===== src/rtl/ppl_hazard_ctrl_pkg.sv =====
// Shared types for the pipeline hazard controller: FSM state encoding and
// forwarding-select codes.
package ppl_haz_pkg;

  typedef enum logic [1:0] {
    RUN    = 2'd0,
    DRAIN  = 2'd1,
    HALTED = 2'd2
  } haz_state_e;

  localparam logic [1:0] FWD_RF  = 2'b00;
  localparam logic [1:0] FWD_WR  = 2'b01;
  localparam logic [1:0] FWD_MEM = 2'b10;

endpackage


===== src/rtl/ppl_hazard_ctrl_if.sv =====
// Stage-register fields in, pipeline control out. The datapath side is the
// master, the controller is the slave. PPL_HAZ_PERF_EN adds perf counters.
interface ppl_hazard_ctrl_if;
  import ppl_haz_pkg::*;

  // Level signals only: no valid/ready handshake, every field is sampled
  // every cycle and every control output is valid in the same cycle.
  logic [4:0] id_rs, id_rt;
  logic       id_use_rs, id_use_rt;
  logic       id_jump, id_md_start, id_md_is_div, id_hilo_read, id_halt;
  logic [4:0] ex_rs, ex_rt, ex_rd;
  logic       ex_regwrite, ex_memread, ex_branch_taken;
  logic [4:0] mem_rd;
  logic       mem_regwrite;
  logic [4:0] wr_rd;
  logic       wr_regwrite;

  logic       pc_write, ifid_write, ifid_flush, idex_flush;
  logic [1:0] fwd_a, fwd_b;
  logic       md_busy, halted;
  haz_state_e dbg_state;
`ifdef PPL_HAZ_PERF_EN
  logic [31:0] perf_stall_cnt, perf_flush_cnt;
`endif

`ifdef PPL_HAZ_PERF_EN
  modport master (
    output id_rs, id_rt, id_use_rs, id_use_rt, id_jump, id_md_start,
           id_md_is_div, id_hilo_read, id_halt, ex_rs, ex_rt, ex_rd,
           ex_regwrite, ex_memread, ex_branch_taken, mem_rd, mem_regwrite,
           wr_rd, wr_regwrite,
    input  pc_write, ifid_write, ifid_flush, idex_flush, fwd_a, fwd_b,
           md_busy, halted, dbg_state, perf_stall_cnt, perf_flush_cnt
  );
  modport slave (
    input  id_rs, id_rt, id_use_rs, id_use_rt, id_jump, id_md_start,
           id_md_is_div, id_hilo_read, id_halt, ex_rs, ex_rt, ex_rd,
           ex_regwrite, ex_memread, ex_branch_taken, mem_rd, mem_regwrite,
           wr_rd, wr_regwrite,
    output pc_write, ifid_write, ifid_flush, idex_flush, fwd_a, fwd_b,
           md_busy, halted, dbg_state, perf_stall_cnt, perf_flush_cnt
  );
`else
  modport master (
    output id_rs, id_rt, id_use_rs, id_use_rt, id_jump, id_md_start,
           id_md_is_div, id_hilo_read, id_halt, ex_rs, ex_rt, ex_rd,
           ex_regwrite, ex_memread, ex_branch_taken, mem_rd, mem_regwrite,
           wr_rd, wr_regwrite,
    input  pc_write, ifid_write, ifid_flush, idex_flush, fwd_a, fwd_b,
           md_busy, halted, dbg_state
  );
  modport slave (
    input  id_rs, id_rt, id_use_rs, id_use_rt, id_jump, id_md_start,
           id_md_is_div, id_hilo_read, id_halt, ex_rs, ex_rt, ex_rd,
           ex_regwrite, ex_memread, ex_branch_taken, mem_rd, mem_regwrite,
           wr_rd, wr_regwrite,
    output pc_write, ifid_write, ifid_flush, idex_flush, fwd_a, fwd_b,
           md_busy, halted, dbg_state
  );
`endif

endinterface


===== src/rtl/ppl_fwd_unit.sv =====
// Combinational EX-operand forwarding select for one source register.
// The younger producer (MEM) takes priority over WR; $zero never forwards.
module ppl_fwd_unit
  import ppl_haz_pkg::*;
(
  input  logic [4:0] ex_src_i,
  input  logic [4:0] mem_rd_i,
  input  logic       mem_regwrite_i,
  input  logic [4:0] wr_rd_i,
  input  logic       wr_regwrite_i,
  output logic [1:0] fwd_o
);

  always_comb begin
    fwd_o = FWD_RF;
    if (mem_regwrite_i && (mem_rd_i != 5'd0) && (mem_rd_i == ex_src_i)) begin
      fwd_o = FWD_MEM;
    end else if (wr_regwrite_i && (wr_rd_i != 5'd0) && (wr_rd_i == ex_src_i)) begin
      fwd_o = FWD_WR;
    end
  end

endmodule


===== src/rtl/ppl_hazard_ctrl.sv =====
// Hazard/sequencing controller for the 5-stage MIPS pipe: stalls, flushes,
// forwarding, HI/LO busy tracking and RUN/DRAIN/HALTED. Option: PPL_HAZ_PERF_EN.
module ppl_hazard_ctrl
  import ppl_haz_pkg::*;
#(
  parameter int MULT_LAT  = 4,
  parameter int DIV_LAT   = 12,
  parameter int DRAIN_CYC = 3,
  parameter int CNT_W     = 4
) (
  input  logic                 clk,
  input  logic                 rst,
  ppl_hazard_ctrl_if.slave     bus
);

  localparam logic [CNT_W-1:0] MULT_C  = CNT_W'(MULT_LAT);
  localparam logic [CNT_W-1:0] DIV_C   = CNT_W'(DIV_LAT);
  localparam logic [CNT_W-1:0] DRAIN_C = CNT_W'(DRAIN_CYC);
  localparam logic [CNT_W-1:0] ONE_C   = CNT_W'(1);

  haz_state_e       state_q, state_d;
  logic [CNT_W-1:0] md_cnt_q, md_cnt_d;
  logic [CNT_W-1:0] drain_q, drain_d;

  logic luse, mdh, md_busy, stall, md_accept, jump_acc;
  logic pc_write, ifid_write, ifid_flush, idex_flush, halted;

  ppl_fwd_unit u_fwd_a (
    .ex_src_i       (bus.ex_rs),
    .mem_rd_i       (bus.mem_rd),
    .mem_regwrite_i (bus.mem_regwrite),
    .wr_rd_i        (bus.wr_rd),
    .wr_regwrite_i  (bus.wr_regwrite),
    .fwd_o          (bus.fwd_a)
  );

  ppl_fwd_unit u_fwd_b (
    .ex_src_i       (bus.ex_rt),
    .mem_rd_i       (bus.mem_rd),
    .mem_regwrite_i (bus.mem_regwrite),
    .wr_rd_i        (bus.wr_rd),
    .wr_regwrite_i  (bus.wr_regwrite),
    .fwd_o          (bus.fwd_b)
  );

  assign md_busy = (md_cnt_q != '0);
  assign luse = bus.ex_memread && (bus.ex_rd != 5'd0) &&
                ((bus.id_use_rs && (bus.id_rs == bus.ex_rd)) ||
                 (bus.id_use_rt && (bus.id_rt == bus.ex_rd)));
  assign mdh  = md_busy && (bus.id_md_start || bus.id_hilo_read);

  always_comb begin
    state_d    = state_q;
    drain_d    = drain_q;
    pc_write   = 1'b1;
    ifid_write = 1'b1;
    ifid_flush = 1'b0;
    idex_flush = 1'b0;
    halted     = 1'b0;
    stall      = 1'b0;
    md_accept  = 1'b0;
    jump_acc   = 1'b0;
    case (state_q)
      RUN: begin
        stall = (luse || mdh) && !bus.ex_branch_taken;
        if (bus.ex_branch_taken) begin
          ifid_flush = 1'b1;
          idex_flush = 1'b1;
        end else if (stall) begin
          pc_write   = 1'b0;
          ifid_write = 1'b0;
          idex_flush = 1'b1;
        end else begin
          ifid_flush = bus.id_jump;
          jump_acc   = bus.id_jump;
          md_accept  = bus.id_md_start;
          if (bus.id_halt) begin
            state_d = DRAIN;
            drain_d = DRAIN_C;
          end
        end
      end
      DRAIN: begin
        if (bus.ex_branch_taken) begin
          ifid_flush = 1'b1;
          idex_flush = 1'b1;
        end else begin
          pc_write   = 1'b0;
          ifid_write = 1'b0;
          idex_flush = 1'b1;
        end
        // Freeze only once both the bubbles and the HI/LO unit are done.
        if ((drain_q == ONE_C) && (md_cnt_q <= ONE_C)) begin
          state_d = HALTED;
          drain_d = '0;
        end else if (drain_q > ONE_C) begin
          drain_d = drain_q - ONE_C;
        end else begin
          drain_d = ONE_C;
        end
      end
      HALTED: begin
        halted     = 1'b1;
        pc_write   = 1'b0;
        ifid_write = 1'b0;
        ifid_flush = 1'b1;
        idex_flush = 1'b1;
      end
      default: state_d = RUN;
    endcase
  end

  always_comb begin
    md_cnt_d = '0;
    if (md_accept) begin
      md_cnt_d = bus.id_md_is_div ? DIV_C : MULT_C;
    end else if (md_busy) begin
      md_cnt_d = md_cnt_q - ONE_C;
    end
  end

  always_ff @(posedge clk or negedge rst) begin
    if (!rst) begin
      state_q  <= RUN;
      md_cnt_q <= '0;
      drain_q  <= '0;
    end else begin
      state_q  <= state_d;
      md_cnt_q <= md_cnt_d;
      drain_q  <= drain_d;
    end
  end

  assign bus.pc_write   = pc_write;
  assign bus.ifid_write = ifid_write;
  assign bus.ifid_flush = ifid_flush;
  assign bus.idex_flush = idex_flush;
  assign bus.md_busy    = md_busy;
  assign bus.halted     = halted;
  assign bus.dbg_state  = state_q;

`ifdef PPL_HAZ_PERF_EN
  logic [31:0] perf_stall_q, perf_flush_q;

  always_ff @(posedge clk or negedge rst) begin
    if (!rst) begin
      perf_stall_q <= '0;
      perf_flush_q <= '0;
    end else if (state_q != HALTED) begin
      if (stall) perf_stall_q <= perf_stall_q + 32'd1;
      if (bus.ex_branch_taken || jump_acc) perf_flush_q <= perf_flush_q + 32'd1;
    end
  end

  assign bus.perf_stall_cnt = perf_stall_q;
  assign bus.perf_flush_cnt = perf_flush_q;
`else
  logic unused_jump_acc;
  assign unused_jump_acc = jump_acc;
`endif

endmodule


===== src/flat_wrapper.sv =====
// flat-port wrapper written by rule: the top's interface ports become plain ports
module ppl_hazard_ctrl_flat import ppl_haz_pkg::*;
#(
  parameter int MULT_LAT  = 4,
  parameter int DIV_LAT   = 12,
  parameter int DRAIN_CYC = 3,
  parameter int CNT_W     = 4
)
  (clk, rst, bus_id_rs, bus_id_rt, bus_id_use_rs, bus_id_use_rt, bus_id_jump, bus_id_md_start, bus_id_md_is_div, bus_id_hilo_read, bus_id_halt, bus_ex_rs, bus_ex_rt, bus_ex_rd, bus_ex_regwrite, bus_ex_memread, bus_ex_branch_taken, bus_mem_rd, bus_mem_regwrite, bus_wr_rd, bus_wr_regwrite, bus_pc_write, bus_ifid_write, bus_ifid_flush, bus_idex_flush, bus_fwd_a, bus_fwd_b, bus_md_busy, bus_halted, bus_dbg_state);
  ppl_hazard_ctrl_if bus_i ();
  input  logic clk;
  input  logic rst;
  input wire logic [$bits(bus_i.id_rs)-1:0] bus_id_rs;
  input wire logic [$bits(bus_i.id_rt)-1:0] bus_id_rt;
  input wire logic [$bits(bus_i.id_use_rs)-1:0] bus_id_use_rs;
  input wire logic [$bits(bus_i.id_use_rt)-1:0] bus_id_use_rt;
  input wire logic [$bits(bus_i.id_jump)-1:0] bus_id_jump;
  input wire logic [$bits(bus_i.id_md_start)-1:0] bus_id_md_start;
  input wire logic [$bits(bus_i.id_md_is_div)-1:0] bus_id_md_is_div;
  input wire logic [$bits(bus_i.id_hilo_read)-1:0] bus_id_hilo_read;
  input wire logic [$bits(bus_i.id_halt)-1:0] bus_id_halt;
  input wire logic [$bits(bus_i.ex_rs)-1:0] bus_ex_rs;
  input wire logic [$bits(bus_i.ex_rt)-1:0] bus_ex_rt;
  input wire logic [$bits(bus_i.ex_rd)-1:0] bus_ex_rd;
  input wire logic [$bits(bus_i.ex_regwrite)-1:0] bus_ex_regwrite;
  input wire logic [$bits(bus_i.ex_memread)-1:0] bus_ex_memread;
  input wire logic [$bits(bus_i.ex_branch_taken)-1:0] bus_ex_branch_taken;
  input wire logic [$bits(bus_i.mem_rd)-1:0] bus_mem_rd;
  input wire logic [$bits(bus_i.mem_regwrite)-1:0] bus_mem_regwrite;
  input wire logic [$bits(bus_i.wr_rd)-1:0] bus_wr_rd;
  input wire logic [$bits(bus_i.wr_regwrite)-1:0] bus_wr_regwrite;
  output wire logic [$bits(bus_i.pc_write)-1:0] bus_pc_write;
  output wire logic [$bits(bus_i.ifid_write)-1:0] bus_ifid_write;
  output wire logic [$bits(bus_i.ifid_flush)-1:0] bus_ifid_flush;
  output wire logic [$bits(bus_i.idex_flush)-1:0] bus_idex_flush;
  output wire logic [$bits(bus_i.fwd_a)-1:0] bus_fwd_a;
  output wire logic [$bits(bus_i.fwd_b)-1:0] bus_fwd_b;
  output wire logic [$bits(bus_i.md_busy)-1:0] bus_md_busy;
  output wire logic [$bits(bus_i.halted)-1:0] bus_halted;
  output wire logic [$bits(bus_i.dbg_state)-1:0] bus_dbg_state;
  assign bus_i.id_rs = bus_id_rs;
  assign bus_i.id_rt = bus_id_rt;
  assign bus_i.id_use_rs = bus_id_use_rs;
  assign bus_i.id_use_rt = bus_id_use_rt;
  assign bus_i.id_jump = bus_id_jump;
  assign bus_i.id_md_start = bus_id_md_start;
  assign bus_i.id_md_is_div = bus_id_md_is_div;
  assign bus_i.id_hilo_read = bus_id_hilo_read;
  assign bus_i.id_halt = bus_id_halt;
  assign bus_i.ex_rs = bus_ex_rs;
  assign bus_i.ex_rt = bus_ex_rt;
  assign bus_i.ex_rd = bus_ex_rd;
  assign bus_i.ex_regwrite = bus_ex_regwrite;
  assign bus_i.ex_memread = bus_ex_memread;
  assign bus_i.ex_branch_taken = bus_ex_branch_taken;
  assign bus_i.mem_rd = bus_mem_rd;
  assign bus_i.mem_regwrite = bus_mem_regwrite;
  assign bus_i.wr_rd = bus_wr_rd;
  assign bus_i.wr_regwrite = bus_wr_regwrite;
  assign bus_pc_write = bus_i.pc_write;
  assign bus_ifid_write = bus_i.ifid_write;
  assign bus_ifid_flush = bus_i.ifid_flush;
  assign bus_idex_flush = bus_i.idex_flush;
  assign bus_fwd_a = bus_i.fwd_a;
  assign bus_fwd_b = bus_i.fwd_b;
  assign bus_md_busy = bus_i.md_busy;
  assign bus_halted = bus_i.halted;
  assign bus_dbg_state = bus_i.dbg_state;
  ppl_hazard_ctrl #(.MULT_LAT(MULT_LAT), .DIV_LAT(DIV_LAT), .DRAIN_CYC(DRAIN_CYC), .CNT_W(CNT_W)) u_core (.clk(clk), .rst(rst), .bus(bus_i));
endmodule

===== config.mk =====
export PLATFORM = sky130hd
export DESIGN_NAME = ppl_hazard_ctrl_flat
export DESIGN_NICKNAME = d
export VERILOG_FILES = /design/src/rtl/ppl_hazard_ctrl_pkg.sv /design/src/rtl/ppl_hazard_ctrl_if.sv /design/src/rtl/ppl_fwd_unit.sv /design/src/rtl/ppl_hazard_ctrl.sv /design/src/flat_wrapper.sv
export SDC_FILE = /design/constraint.sdc
export NUM_CORES = 1
export LEC_CHECK = 0
export CAP_MARGIN = 30
export CORE_UTILIZATION = 43
export CTS_BUF_LIST = sky130_fd_sc_hd__clkbuf_4 sky130_fd_sc_hd__clkbuf_8 sky130_fd_sc_hd__clkbuf_16
export DETAILED_ROUTE_END_ITERATION = 6
export GPL_ROUTABILITY_DRIVEN = 0
export PLACE_DENSITY_LB_ADDON = 0.25
export SYNTH_ARGS = -nofsm -noshare
export SYNTH_HDL_FRONTEND = slang
export SYNTH_HIERARCHICAL = 1
export SYNTH_SLANG_ARGS = --single-unit

===== constraint.sdc =====
create_clock -name clk -period 5.3 [get_ports clk]
set_input_delay 1.06 -clock clk [delete_from_list [all_inputs] [get_ports clk]]
set_output_delay 1.06 -clock clk [all_outputs]
set_load 0.01 [all_outputs]

======== Word-level counts from Yosys, hierarchy flattened ========
Index checks and enable logic that the tools add are counted.
word-level totals
  flip-flop bits (word level) ............. 10
  bits in latches ......................... 0
  RAM bits ................................ 0
  ROM bits ................................ 0
  bits of input ports ..................... 49
  output and inout bits ................... 12
  logic and storage cells ................. 79
  memories kept ........................... 0
cells by class
  $add $sub $neg .......................... 2
  $mul .................................... 0
  div/mod/pow operators ................... 0
  magnitude comparators ................... 2
  eq/ne operators ......................... 13
  shift operators ......................... 0
  mux-type cells .......................... 32
  bitwise gates (word level) .............. 1
  reductions and logical operators ........ 26
operators by type and width
  cell                                                    count
  two-way mux 4 bit                                       8
  equality test 5 bit                                     6
  nonzero test 5 bit                                      3
  logical AND 1 bit                                       13
  two-way mux 1 bit                                       13
  two-way mux 2 bit                                       6
  case mux 4 bit (2 select lines)                         1
  subtractor 4 x 1 -> 4 bit (second input constant)       2
  inequality test 2 bit (second input constant)           3
  case mux 1 bit (3 select lines)                         2
  case mux 2 bit (3 select lines)                         1
  AND reduction 5 bit                                     1
  equality test 4 x 1 -> 1 bit (second input constant)    1
  > comparator 4 x 1 -> 1 bit (second input constant)     1
  <= comparator 4 x 1 -> 1 bit (second input constant)    1
  AND reduction 4 bit                                     1
  nonzero test 4 bit                                      1
  logical OR 1 bit                                        3
  equality test 2 x 1 -> 1 bit (second input constant)    1
  equality test 2 bit (second input constant)             1
  logical NOT 2 bit                                       1
  inequality test 2 x 1 -> 1 bit (second input constant)  1
  case mux 1 bit (2 select lines)                         1
  nonzero test 2 bit                                      1
  other kinds (3)                                         3

======== Depth between registers and ports, before layout ========
  word-level depth ........................ 10
  gate-level depth with buffers ........... 7

======== By module ========
Netlist, hierarchy kept.
modules (own cells, without submodules)
  module           instances  cells each  area each (µm²)  seq. area each (µm²)
  ppl_hazard_ctrl  1          104         900.9            250.2
  ppl_fwd_unit     2          20          151.4            0.0

======== Worst setup path before layout ========
Ideal clock, no wire load.
  kind .................................... input to output
  start ................................... input port bus_ex_rd[1]
  end ..................................... output port bus_pc_write
  data arrival time ....................... 2.397 ns
  required time ........................... 4.240 ns
  path slack .............................. 1.843 ns
  stages .................................. 6
  buffers on the path ..................... 1
  path through ............................ or4_1 -> o21a_1 -> nand2_2 -> and3_2 -> a211o_1 -> buf_4
on the way
  cells in the longest elaborated chain, start to end .. 9
  elaborated cells on any way between the ends .. 13
  those cells by class .................... eq/ne: 2; mux: 3; reduce/logical: 8
ends and longest elaborated chain
  item                                           RTL line                                      source
  start: declaration                             flat_wrapper.sv:24                            input wire logic [$bits(bus_i.ex_rd)-1:0] bus_ex_rd;
  equality test 5 bit, on equally long branches  ppl_hazard_ctrl.sv:48, ppl_hazard_ctrl.sv:49
  logical AND 1 bit, on equally long branches    ppl_hazard_ctrl.sv:48, ppl_hazard_ctrl.sv:49
  logical OR 1 bit                               ppl_hazard_ctrl.sv:48                         ((bus.id_use_rs && (bus.id_rs == bus.ex_rd)) ||
  logical AND 1 bit (*)                          ppl_hazard_ctrl.sv:47                         assign luse = bus.ex_memread && (bus.ex_rd != 5'd0) &&
  logical OR 1 bit (*)                           ppl_hazard_ctrl.sv:65                         stall = (luse || mdh) && !bus.ex_branch_taken;
  logical AND 1 bit (*)                          ppl_hazard_ctrl.sv:65
  two-way mux 1 bit (*) (2 in series)            -
  case mux 1 bit (3 select lines) (*)            -
  end: declaration                               flat_wrapper.sv:32                            output wire logic [$bits(bus_i.pc_write)-1:0] bus_pc_write;
Every way passes the cells marked *; elsewhere a longest branch is shown, timed or not.

======== Worst setup path after layout ========
  start ................................... input port bus_ex_rd[1]
  end ..................................... output port bus_pc_write
on the way
  cells in the longest elaborated chain, start to end .. 9
  elaborated cells on any way between the ends .. 13
  those cells by class .................... eq/ne: 2; mux: 3; reduce/logical: 8
ends and longest elaborated chain
  item                                           RTL line                                      source
  equality test 5 bit, on equally long branches  ppl_hazard_ctrl.sv:48, ppl_hazard_ctrl.sv:49
  logical AND 1 bit, on equally long branches    ppl_hazard_ctrl.sv:48, ppl_hazard_ctrl.sv:49
  logical OR 1 bit                               ppl_hazard_ctrl.sv:48
  logical AND 1 bit (*)                          ppl_hazard_ctrl.sv:47
  logical OR 1 bit (*)                           ppl_hazard_ctrl.sv:65
  logical AND 1 bit (*)                          ppl_hazard_ctrl.sv:65
  two-way mux 1 bit (*)                          ppl_hazard_ctrl.sv:69                         end else if (stall) begin
  two-way mux 1 bit (*)                          ppl_hazard_ctrl.sv:66                         if (bus.ex_branch_taken) begin
  case mux 1 bit (3 select lines) (*)            ppl_hazard_ctrl.sv:63                         case (state_q)
Marks and branches as above.

==> impl_metrics.tcl <==
set metrics [dict create \
    start_util 0.4688 \
    layout_worst_path_cycle_share 0.8377 \
    synth-seq-cells 10 \
    startpoint_type "input port" \
    syn-num-nets 199 \
    powerDensity_mw_per_mm2 124.0 \
    io_buffer_count 59 \
    status "finished, final reports clean" \
    intPower_mw 0.1677 \
    wl_met1_mm 1.377 \
    die_h_um 54.91 \
    synth_seq_area_share 0.2079 \
    overflow 0 \
    preCtsSetupSlack_ps 864.3 \
    postCtsHoldBufs 0 \
    avgSynthCellArea_um2 8.359 \
    core_area_mm2 0.002567 \
    ys_types 45 \
    p_comb_frac 0.359 \
    grt_usage 0.2493 \
    hold_viol_final 0 \
    finalMaxSlewViolations 0 \
    rows 18 \
    arrival_ps 3380 \
    required_ps 4240 \
    power.leakage_nw 0.7292 \
    drtIter0Drc 36 \
    drt_pass1_iterations 4 \
    syn_to_final_growth_pct 54.57 \
    drive_above_1_share 0.09223 \
    root_buffer "clkbuf_4" \
    syn_area_mm2 0.001204 \
    synth-main-ff-cell "dfrtp_1" \
    postSynthCellCount 144 \
    clk_latency_ps 270 \
    grt_first_pass_wirelength_mm 5.375 \
    highest_layer "met4" \
    wl_met2_mm 1.892 \
    antenna_found_initial 0 \
    grt_max_degree 11 \
    skew_ps 5.718 \
    whs_ps 513.2 \
    power.total_mw 0.2307 \
    rsz0062_at_grt "false" \
    final_nets 262 \
    totalWireLength_mm 3.491 \
    worstPathMaxFanout 6 \
    clock_path_buffers 2 \
    cts_tree "done" \
    wl_per_cell_um 14.79 \
    setup_violations 0 \
    met3_length_um 153 \
    synth-edff-count 0 \
    fill_cells 196 \
    io_pins 61 \
    slew_headroom 0.6734 \
    max_freq_ghz 0.2252 \
    multiInputGateArea_um2 915.9 \
    dieArea_mm2 0.003015 \
    drv_cap 0 \
    ir_worst_vdd_v 0.0001005 \
    drc_errors 0 \
    finalWorstSetupSlack_ps 860.1 \
    cts_max_level 1 \
    sequentialPowerShare 0.334 \
    total_switching_power_mw 0.06300 \
    fp.dieW_um 54.91 \
    worst_slew_pin_slew_ps 488.3 \
    finalSetupTns_ps 0 \
    hp-class "flop to flop" \
    ant_nets 0 \
    p_clk_frac 0.307 \
    async_flop_share 1.000 \
    yosys_warnings 6 \
    via_per_inst 5.686 \
    cts_num_sinks 10 \
    cts_resized 0 \
    criticalPathCategory "input port to output pin" \
    num_antenna_cells 0 \
    path_clk_slew_ps 70 \
    vias 1342 \
    cts_made_buffers 3 \
    period_needed_ps 4440 \
    end_kind "output pin" \
    switching_share 0.2731 \
    cts_setup_buffers 0 \
    grt_pass1_vias 1319 \
    regArea_um2 250.2 \
    dp_hpwl_mm 2.983 \
]
cell usage in the layout (no fill, tap or decap), types with 6 or more instances in the layout:
cell type	instances
a21oi_1	8
clkdlybuf4s50_1	59
dfrtp_1	10
ha_1	6
inv_1	7
nand2_1	9
nand3_1	9
nor2_1	11
nor3_1	8
xnor2_1	20
xor2_1	6
worst max-delay path, cell delays in order:
cell	delay, ps
clkdlybuf4s50_1	460
or4_1	550
o21a_1	240
nand2_2	150
and3_2	250
a211o_1	130
clkdlybuf4s50_1	530
logic make-up (layout without fill, tap and decap cells):
logic type               Yosys count  in the layout  synth area share
AO/OA/AOI/OAI                     32             32            0.2277
multiplexers                       2              2           0.01663
XOR/XNOR                          26             26            0.1892
AND/OR/NAND/NOR                   59             59            0.2651
adder cells (fa/ha/maj)            6              6           0.06237
flip-flops                        10             10            0.2079
buffers and inverters              9             71           0.03119
synthesized netlist by cell type (2+ instances only):
master | count | area share
xnor2_1 | 20 | 0.15
o21ai_0 | 4 | 0.017
xor2_1 | 6 | 0.044
mux2i_1 | 2 | 0.017
nand3_1 | 9 | 0.037
a2bb2oi_1 | 2 | 0.015
nor3_2 | 2 | 0.017
a21oi_1 | 8 | 0.033
o41ai_2 | 2 | 0.027
inv_1 | 7 | 0.022
nand4_1 | 4 | 0.021
ha_1 | 6 | 0.062
nand2_1 | 9 | 0.028
nor2_1 | 11 | 0.034
a221o_1 | 2 | 0.017
nor3_1 | 8 | 0.033
a211oi_2 | 2 | 0.021
dfrtp_1 | 10 | 0.21
and2_1 | 2 | 0.010
nor4_1 | 3 | 0.016
flip-flops by register name, indices dropped and copies added (netlist names):
name / count
u_core/drain_q: 4
u_core/md_cnt_q: 4
u_core/bus.dbg_state: 2
worst paths after layout:
| path | startpoint | slack [ps] | cells after the start | end |
|---|---|---|---|---|
| worst max-delay path | bus_ex_rd[1] | 860 | 7 | bus_pc_write |
| worst min-delay path | u_core/md_cnt_q[0]$_DFF_PN0_ | 510 | 1 | u_core/md_cnt_q[0]$_DFF_PN0_ |
| worst max register to register | u_core/md_cnt_q[1]$_DFF_PN0_ | 3430 | 6 | u_core/drain_q[2]$_DFFE_PN0P_ |
| worst min register to register | u_core/md_cnt_q[0]$_DFF_PN0_ | 510 | 1 | u_core/md_cnt_q[0]$_DFF_PN0_ |
| max in group asynchronous | rst | 3850 | 1 | u_core/drain_q[1]$_DFFE_PN0P_ |
| min in group asynchronous | rst | 1110 | 1 | u_core/drain_q[3]$_DFFE_PN0P_ |
layer usage:
layer / track usage / up-vias
met5: 0 / -
met4: 0.1375 / 0
met3: 0.02186 / 6
met2: 0.4739 / 53
met1: 0.2662 / 627
li1: - / 656
stage by stage:
stage	utilization	cell area, um^2	instances
global route	0.7247	1861	236
CTS	0.7247	1861	236
global placement	0.7105	1824	232
detailed placement	0.7105	1824	232
finish	0.7247	1861	236
floorplan	-	1204	144
power by group through the flow:
stage | Sequential (mW) | Combinational [mW] | Clock [mW]
after detailed placement | 0.0785 | 0.0827 | 0
after CTS | 0.0770 | 0.0828 | 0.0718
final | 0.0770 | 0.0829 | 0.0709
after global placement | 0.0784 | 0.0791 | 0
after global routing | 0.0771 | 0.0882 | 0.0772
after floorplan | 0.0784 | 0.0302 | 0
final cells by class:
type                    instances  area share
clock buffers                   4     0.01950
inverters                       8     0.01614
multi-input cells             125      0.4923
flip-flops and latches         10      0.1345
well taps                      30     0.02017
repair buffers                 59      0.3174
No activity file was read; power rests on OpenSTA's default activity.
